===== src/rtl/word_deserializer_pkg.sv =====
// Shared definitions for the word deserializer.
// Covers the default word width, the drop counter width and the holding-register state encoding.
package word_deserializer_pkg;

  localparam int WIDTH_DEFAULT = 10;
  localparam int DROP_CNT_W    = 8;

  typedef enum logic {
    ST_EMPTY = 1'b0,
    ST_FULL  = 1'b1
  } hold_state_e;

endpackage


===== src/rtl/word_deserializer_if.sv =====
// Serial-in / parallel-out bundle for word_deserializer.
// The serial side has no backpressure. On the parallel side a word transfers on any
// clock edge where io_out_valid and io_out_ready are both high, and io_out_bits holds
// steady while io_out_valid=1 and io_out_ready=0.
interface word_deserializer_if
  import word_deserializer_pkg::*;
#(
  parameter int WIDTH = WIDTH_DEFAULT
);

  logic                  io_in_bit;
  logic                  io_in_valid;
  logic                  io_in_sof;
  logic                  io_out_valid;
  logic                  io_out_ready;
  logic [WIDTH-1:0]      io_out_bits;
  logic                  io_overflow;
  logic [DROP_CNT_W-1:0] io_drop_count;
  hold_state_e           dbg_state;

  modport master (
    output io_in_bit, io_in_valid, io_in_sof, io_out_ready,
    input  io_out_valid, io_out_bits, io_overflow, io_drop_count, dbg_state
  );

  modport slave (
    input  io_in_bit, io_in_valid, io_in_sof, io_out_ready,
    output io_out_valid, io_out_bits, io_overflow, io_drop_count, dbg_state
  );

endinterface


===== src/rtl/word_holding_reg.sv =====
// One-entry valid/ready output register.
// A word offered while full and not draining is dropped, which pulses overflow and bumps a saturating counter.
module word_holding_reg
  import word_deserializer_pkg::*;
#(
  parameter int WIDTH = WIDTH_DEFAULT
) (
  input  logic                  clock,
  input  logic                  reset,
  input  logic                  load,
  input  logic [WIDTH-1:0]      load_data,
  input  logic                  ready,
  output logic                  valid,
  output logic [WIDTH-1:0]      data,
  output logic                  overflow,
  output logic [DROP_CNT_W-1:0] drop_count,
  output hold_state_e           state
);

  always_ff @(posedge clock) begin
    if (reset) begin
      state      <= ST_EMPTY;
      data       <= '0;
      overflow   <= 1'b0;
      drop_count <= '0;
    end else begin
      overflow <= 1'b0;
      case (state)
        ST_EMPTY: begin
          if (load) begin
            data  <= load_data;
            state <= ST_FULL;
          end
        end
        ST_FULL: begin
          if (ready) begin
            // Drain and refill on the same edge so back-to-back words see no bubble.
            if (load) data  <= load_data;
            else      state <= ST_EMPTY;
          end else if (load) begin
            overflow <= 1'b1;
            if (drop_count != '1) drop_count <= drop_count + 1'b1;
          end
        end
      endcase
    end
  end

  assign valid = (state == ST_FULL);

endmodule


===== src/rtl/word_deserializer.sv =====
// Collects serial bits into WIDTH-bit words and hands them to a one-entry output register.
// A start-of-word bit restarts assembly and silently discards any partial word.
module word_deserializer
  import word_deserializer_pkg::*;
#(
  parameter int WIDTH     = WIDTH_DEFAULT,
  parameter bit LSB_FIRST = 1'b1
) (
  input logic               clock,
  input logic               reset,
  word_deserializer_if.slave io
);

  localparam int             CNT_W    = $clog2(WIDTH);
  localparam logic [CNT_W-1:0] CNT_LAST = CNT_W'(WIDTH - 1);
  localparam logic [CNT_W-1:0] POS0     = LSB_FIRST ? '0 : CNT_LAST;

  logic [CNT_W-1:0] cnt, cnt_next;
  logic [CNT_W-1:0] bit_pos;
  logic [WIDTH-1:0] shreg, shreg_next;
  logic             word_done;

  // The bit index counts arrival order; the physical position mirrors it when MSB-first.
  assign bit_pos = LSB_FIRST ? cnt : (CNT_LAST - cnt);

  always_comb begin
    shreg_next = shreg;
    cnt_next   = cnt;
    word_done  = 1'b0;
    if (io.io_in_valid) begin
      if (io.io_in_sof) begin
        shreg_next       = '0;
        shreg_next[POS0] = io.io_in_bit;
        cnt_next         = CNT_W'(1);
      end else begin
        shreg_next[bit_pos] = io.io_in_bit;
        if (cnt == CNT_LAST) begin
          word_done = 1'b1;
          cnt_next  = '0;
        end else begin
          cnt_next = cnt + 1'b1;
        end
      end
    end
  end

  always_ff @(posedge clock) begin
    if (reset) begin
      cnt   <= '0;
      shreg <= '0;
    end else begin
      cnt   <= cnt_next;
      shreg <= shreg_next;
    end
  end

  // The completed word is taken from the next-state value so it lands one cycle after its last bit.
  word_holding_reg #(.WIDTH(WIDTH)) u_hold (
    .clock      (clock),
    .reset      (reset),
    .load       (word_done),
    .load_data  (shreg_next),
    .ready      (io.io_out_ready),
    .valid      (io.io_out_valid),
    .data       (io.io_out_bits),
    .overflow   (io.io_overflow),
    .drop_count (io.io_drop_count),
    .state      (io.dbg_state)
  );

endmodule


===== src/flat_wrapper.sv =====
// flat-port wrapper written by rule: the top's interface ports become plain ports
module word_deserializer_flat import word_deserializer_pkg::*;
#(
  parameter int WIDTH     = WIDTH_DEFAULT,
  parameter bit LSB_FIRST = 1'b1
)
  (clock, reset, io_io_in_bit, io_io_in_valid, io_io_in_sof, io_io_out_ready, io_io_out_valid, io_io_out_bits, io_io_overflow, io_io_drop_count, io_dbg_state);
  word_deserializer_if #(.WIDTH(WIDTH)) io_i ();
  input logic clock;
  input logic reset;
  input wire logic [$bits(io_i.io_in_bit)-1:0] io_io_in_bit;
  input wire logic [$bits(io_i.io_in_valid)-1:0] io_io_in_valid;
  input wire logic [$bits(io_i.io_in_sof)-1:0] io_io_in_sof;
  input wire logic [$bits(io_i.io_out_ready)-1:0] io_io_out_ready;
  output wire logic [$bits(io_i.io_out_valid)-1:0] io_io_out_valid;
  output wire logic [$bits(io_i.io_out_bits)-1:0] io_io_out_bits;
  output wire logic [$bits(io_i.io_overflow)-1:0] io_io_overflow;
  output wire logic [$bits(io_i.io_drop_count)-1:0] io_io_drop_count;
  output wire logic [$bits(io_i.dbg_state)-1:0] io_dbg_state;
  assign io_i.io_in_bit = io_io_in_bit;
  assign io_i.io_in_valid = io_io_in_valid;
  assign io_i.io_in_sof = io_io_in_sof;
  assign io_i.io_out_ready = io_io_out_ready;
  assign io_io_out_valid = io_i.io_out_valid;
  assign io_io_out_bits = io_i.io_out_bits;
  assign io_io_overflow = io_i.io_overflow;
  assign io_io_drop_count = io_i.io_drop_count;
  assign io_dbg_state = io_i.dbg_state;
  word_deserializer #(.WIDTH(WIDTH), .LSB_FIRST(LSB_FIRST)) u_core (.clock(clock), .reset(reset), .io(io_i));
endmodule

===== config.mk =====
export PLATFORM = sky130hd
export DESIGN_NAME = word_deserializer_flat
export DESIGN_NICKNAME = d
export VERILOG_FILES = /design/src/rtl/word_deserializer_pkg.sv /design/src/rtl/word_deserializer_if.sv /design/src/rtl/word_holding_reg.sv /design/src/rtl/word_deserializer.sv /design/src/flat_wrapper.sv
export SDC_FILE = /design/constraint.sdc
export NUM_CORES = 1
export LEC_CHECK = 0
export CORE_MARGIN = 2
export CORE_UTILIZATION = 30
export CTS_CLUSTER_DIAMETER = 80
export DETAILED_ROUTE_END_ITERATION = 10
export GPL_TIMING_DRIVEN = 0
export PLACE_DENSITY = 0.48
export SYNTH_ARGS = -nofsm -noshare
export SYNTH_HDL_FRONTEND = slang
export SYNTH_SLANG_ARGS = --single-unit

===== constraint.sdc =====
create_clock -name clock -period 2 [get_ports clock]
set_clock_uncertainty 0.05 [all_clocks]
set_input_delay 0.2 -clock clock [delete_from_list [all_inputs] [get_ports clock]]
set_output_delay 0.2 -clock clock [all_outputs]
set_load 0.005 [all_outputs]

==> results of run 1 <==
==> area by class of cell <==
cell class,count,share of cell area (%)
well taps,70,4.26
flip-flops and latches,34,33.1
clock buffers,7,4.20
multi-input cells,132,42.2
clock inverters,1,0.243
repair buffers,24,11.7
inverters,5,0.912
plain buffers,15,3.41
==> registers in the layout, summed over array words and instances, names as in the netlist <==
register and flops:
u_core.u_hold.drop_count 8, u_core.u_hold.data 10, u_core.u_hold.overflow 1, u_core.bit_pos 4
u_core.shreg 10, u_core.u_hold.state 1
==> Yosys cell counts <==
master	instances	area (um2)
or3b_1	1	8.76
o21ai_0	15	75.1
nor3b_1	1	7.51
a21oi_1	13	65.1
nor3_1	3	15.0
nand4bb_1	1	11.3
a22oi_1	7	52.6
nor4_1	1	6.26
or2_4	1	8.76
or4_1	4	30.0
ha_1	1	12.5
nor4b_1	4	35.0
mux2_2	1	11.3
clkbuf_2	1	5.00
a21o_1	1	7.51
nand2_1	8	30.0
buf_4	3	22.5
and2_1	1	6.26
o41ai_1	1	8.76
nor2_1	26	97.6
and4bb_2	1	12.5
and4b_1	2	20.0
inv_1	5	18.8
and3_1	2	12.5
or3_1	3	18.8
mux2i_1	2	20.0
a21bo_2	1	10.0
nor4bb_1	3	30.0
nand4bb_4	1	27.5
nand3b_1	1	7.51
nand2b_1	3	18.8
a211oi_1	10	75.1
a31oi_1	1	6.26
o21bai_1	1	7.51
buf_2	1	5.00
dfxtp_1	34	681
clkbuf_1	10	37.5
o31ai_1	3	22.5
nand3_1	2	10.0
nor2b_1	5	31.3
nor4_4	1	21.3
==> per-stage QoR <==
step           power, uW  TNS, ps  setup slack [ps]  utilization, %
2_1_floorplan        749        0               323               -
5_1_grt             1350        0              29.5            40.0
3_5_place_dp         772    -1600              -331            37.7
6_report            1290        0               143            40.0
4_1_cts             1300        0              89.2            39.6
3_3_place_gp         773    -1610              -328            37.7
==> layer usage <==
metal,routed length (um),share of wire (%),GRT usage (%)
met5,0,0,0
met4,80,2.0,6.61
met3,162,4.1,2.47
met2,1740,44,19.3
met1,1940,50,19.4
==> repair_timing <==
action                                  CTS  global route
resized for setup                         1             3
hold endpoints to repair                  0             0
endpoints found under the setup margin    1             3
gates cloned                              0             0
==> final timing paths <==
kind | startpoint | to | slack (ps) | depth (start not counted)
max | io_io_in_sof | u_core.u_hold.drop_count[4] | 140 | 6
min | reset | u_core.u_hold.data[6] | 250 | 2
max reg2reg | u_core.u_hold.drop_count[0] | u_core.u_hold.drop_count[5] | 170 | 5
min reg2reg | u_core.shreg[5] | u_core.shreg[5] | 420 | 2
==> cells by family (layout without fill, tap and decap cells) <==
kind of cell    Yosys count  in the layout  share of synthesized area [%]
simple gates             75             75                           29.0
compound gates           53             53                           20.5
flops                    34             34                           42.3
buf+inv                  20             52                           5.52
mux                       3              3                           1.94
fa+ha+maj                 1              1                          0.777
==> power by group through the flow <==
stage | logic, uW | clock network (uW) | registers, uW
2_1_floorplan | 47.8 | 0 | 701
3_3_place_gp | 70.2 | 0 | 703
3_5_place_dp | 69.6 | 0 | 703
4_1_cts | 69.9 | 546 | 687
5_1_grt | 78.3 | 582 | 688
6_report | 69.3 | 536 | 687
==> run metrics, run 1 <==
Placed Cells 280; first-pass GRT wire length 6480 um; Leak 0.000658 uW; Clk pin slew, worst setup/hold paths 70 ps; pwr dens 628 nW/um2; final period utilization 92.8%; Area growth syn-to-layout 27.7%; Post-CTS Setup Bufs 0; Fin. Hold Viols 0; Int Pwr 986 uW; Max VDD drop 0.000216 V; cells after synthesis 186; sequential power share 53.2%; fin area 2060 um2; iteration-0 DRC count of the detailed router 81; fin cells 288; Post-Route WL 3930 um; Num Clock Sinks 34; Max Clk Rate 539 MHz; hold buffer count at CTS 0; YS warnings 0; vias in the first global route 1341; worst path bufs/invs 2; post-route ant nets 0; most common cell after layout, fill and taps aside dfxtp_1; Mapped Area 1610 um2; Slew @ Worst Pin 583 ps; core box area 5140 um2; Avg Cell Area, Syn 8.66 um2; fin nets 224; number of buffers added on ports 24; Gate power share 5.4%; Worst Hold Class primary input to flip-flop; Die H 77.3 um; hpwl dp 2820 um; Crit path largest cell delay 550 ps; crit-path cells clkdlybuf4s50_1 > nand4bb_1 > or2_4 > buf_2 > or3_1 > a21oi_1; H-tree depth 2; status complete, no violations; GRT Resource Usage Total 13.5%; Synth cell types 41; share of layout cells above drive strength 1 9.63%; Worst EP arrival 2020 ps; sequential cell area fraction in the yosys report 42.3%; n_diodes 0; relative slew slack 60.8%; clock buffer count from CTS 5; Slowest-stage cell, CP clkdlybuf4s50_1; DIE AREA 5970 um2; type of origin of the critical path primary input; CTS root buffer clkbuf_8; Critical Path Fanout Max 10; unrepaired setup endpoints after global routing no; clk_lat worst skew 290 ps; max-cap violations 0; Synth Net Count 193; Crit. End Element flip-flop; wire per inst 13.6 um; FP Rows 26; largest net degree at the start of global routing 11; crit-path leading delay family simple AND/OR/NAND/NOR gates; Min Hold Slack 251 ps; die width 77.3 um; Switching Power 307 uW; Clk network pwr share 41.5%; Critical Setup Path Class primary input to flip-flop; Switching Fraction 23.7%; Vias/cell 5.03; DP Area 1940 um2; Critical Path RT 2160 ps; routability congestion estimate 0.813; area of the multi-input gates 868 um2; drt first pass iters 4; initial antenna violation count 0; DR vias 1450; Initial Util 31.3%; clock tree buffer depth 2; synthesized flop and latch total 34; register area 681 um2; residual DRC count 0; fin crit period 1860 ps; commonest non-fill, non-tap cells in the layout dfxtp_1 (34), nor2_1 (26), clkdlybuf4s50_1 (24), o21ai_0 (15), a21oi_1 (13); io pins 27; # fillers 558; gr ovfl total 0; Max Slew Vio Count 0; CTS tree yes; Final Setup Violations 0
Note: power is estimated with default switching activity, not from simulation.
==> inputs of run 2 (changes only) <==
--- a/config.mk
+++ b/config.mk
@@ -6,11 +6,12 @@
 export NUM_CORES = 1
 export LEC_CHECK = 0
 export CORE_MARGIN = 2
-export CORE_UTILIZATION = 30
+export CORE_UTILIZATION = 52
 export CTS_CLUSTER_DIAMETER = 80
 export DETAILED_ROUTE_END_ITERATION = 10
 export GPL_TIMING_DRIVEN = 0
-export PLACE_DENSITY = 0.48
+export PLACE_DENSITY = 0.76
 export SYNTH_ARGS = -nofsm -noshare
 export SYNTH_HDL_FRONTEND = slang
 export SYNTH_SLANG_ARGS = --single-unit
+export TNS_END_PERCENT = 10
==> run 2 against run 1 <==
Worst setup slack better by 32 ps. Clock-buffer cell count is 1 lower. Maximum frequency is 1.8% higher. Critical endpoint is now u_core.u_hold.drop_count[7]. Sequential share of layout area is 1.3 points higher. Worst hold slack worse by 52 ps. Die area is 40% lower.
==> run metrics, run 2 (synthesized netlist as in run 1, its figures left out) <==
status complete, no violations; start point of the worst hold path reset; Placed Cells 243 (-13%); Critical Path Fanout Max 10 (unchanged); core box area 3000 um2 (-42%); Max VDD drop 0.000375 V (+74%); # fillers 265 (-53%); Critical Setup Path Class flip-flop to flip-flop; Area growth syn-to-layout 23.4%; type of origin of the critical path flip-flop; FF-to-FF Start u_core.bit_pos[2]; R2R depth 5 (unchanged); routability congestion estimate 0.783 (-3.7%); fin cells 250 (-13%); iteration-0 DRC count of the detailed router 73 (-9.9%); Vias/cell 5.91 (+17%); Clk pin slew, worst setup/hold paths 100 ps (+30 ps); final period utilization 91.2% (-1.6 points); clk_lat worst skew 330 ps (+40 ps); DR vias 1478 (+1.9%); CP startpoint u_core.bit_pos[2]; Critical Path RT 2150 ps (about the same); share of layout cells above drive strength 1 10.1% (+0.51 points); wire per inst 14.6 um (+6.9%); Fin. Hold Viols 0 (unchanged); Slew @ Worst Pin 494 ps (-88.8 ps); Die H 59.7 um (-23%); CTS root buffer clkbuf_4; fin nets 224 (unchanged); area of the multi-input gates 852 um2 (-1.9%); largest net degree at the start of global routing 11 (unchanged); io pins 27 (unchanged); setup_tns 0 ps (unchanged); first-pass GRT wire length 6290 um (-3.0%); H-tree depth 2 (unchanged); hpwl dp 2650 um (-6.0%); Max Clk Rate 548 MHz (+1.8%); Leak 0.000655 uW (-0.54%); GRT Resource Usage Total 23.6% (+10 points); die width 59.7 um (-23%); post-route ant nets 0 (unchanged); n_diodes 0 (unchanged); relative slew slack 66.8% (+6.0 points); register area 683 um2 (+0.37%); setup slack after layout 175 ps (+32.1 ps); Initial Util 53.6% (+22 points); Max Slew Vio Count 0 (unchanged); Num Clock Sinks 34 (unchanged); number of buffers added on ports 24 (unchanged); fin crit period 1820 ps (-32.1 ps); biggest regs u_core.shreg x10, u_core.u_hold.data x10, u_core.u_hold.drop_count x8; Crit. End Element flip-flop; clock buffer count from CTS 5 (unchanged); DIE AREA 3560 um2 (-40%); final core utilization 66.2% (+26 points); CTS tree yes; most common cell after layout, fill and taps aside dfxtp_1; Post-Route WL 3640 um (-7.2%); Hold Path Depth 2 (unchanged); vias in the first global route 1356 (+1.1%); unrepaired setup endpoints after global routing no; pwr dens 639 nW/um2 (+1.7%); drt first pass iters 5 (+1); Final Setup Violations 0 (unchanged); initial antenna violation count 0 (unchanged); FP Rows 20 (-23%); hold buffer count at CTS 0 (unchanged); gr ovfl total 0 (unchanged); dpl ws -259 ps (+72.6 ps); clock tree buffer depth 2 (unchanged); commonest non-fill, non-tap cells in the layout dfxtp_1 (32), nor2_1 (26), clkdlybuf4s50_1 (24), o21ai_0 (15), a21oi_1 (13); Worst EP arrival 1980 ps (-40 ps); max-cap violations 0 (unchanged); residual DRC count 0 (unchanged); Worst Hold Class primary input to flip-flop; R2R setup slack 180 ps (about the same)
[run 2: cell types whose count changed in the layout (fill, tap and decap cells not counted), moves of 2 or more]
cell	before	now
dfxtp_2	0	2
clkbuf_8	6	1
dfxtp_1	34	32
clkbuf_4	0	5
[run 2: layer usage]
metal,vias up,GRT usage [%],part of all wire (%)
met2,29,38.4,51
met4,0,7.62,1.6
met3,7,6.71,3.4
met5,-,0,0
met1,703,30.0,44
li1,739,-,-
[run 2: path summary, 6_finish.rpt]
kind / endpoint
max: u_core.u_hold.drop_count[7]
min: u_core.u_hold.data[9]
max reg2reg: u_core.u_hold.drop_count[7]
min reg2reg: u_core.shreg[5]
[run 2: worst max-delay path, stage by stage, from the launching register on]
cell and delay, ps:
dfxtp_1 390, nand4bb_4 260, or2_4 290, buf_2 180
o41ai_1 410, a21oi_1 110
[run 2: area by class of cell]
class,instances,area share (%)
Buffer,15,3.53
Clock buffer,6,2.58
Clock inverter,1,1.51
Inverter,5,0.945
Multi-Input combinational cell,132,42.9
Sequential cell,34,34.4
Tap cell,33,2.08
Timing Repair Buffer,24,12.1
[run 2: where the power goes]
part / total (uW) / internal [uW] / switching (uW) / leakage [uW]
Clock: 513 / 291 / 222 / 0.0000443
Sequential: 688 / 681 / 6.49 / 0.000275
Combinational: 69.6 / 26.8 / 42.8 / 0.000335
[run 2: metrics by stage]
| step | hold WS (ps) | total power (uW) | area, um2 |
|---|---|---|---|
| floorplan | 294 | 749 | 1610 |
| global placement | 415 | 769 | 1890 |
| detailed placement | 415 | 771 | 1890 |
| CTS | 185 | 1280 | 1970 |
| global route | 208 | 1320 | 1990 |
| finish | 199 | 1270 | 1990 |
[run 2: repair_timing]
item                                    4_1_cts  5_1_grt
buffers inserted                              0        0
resized for setup                             0        4
endpoints found under the setup margin        0        3
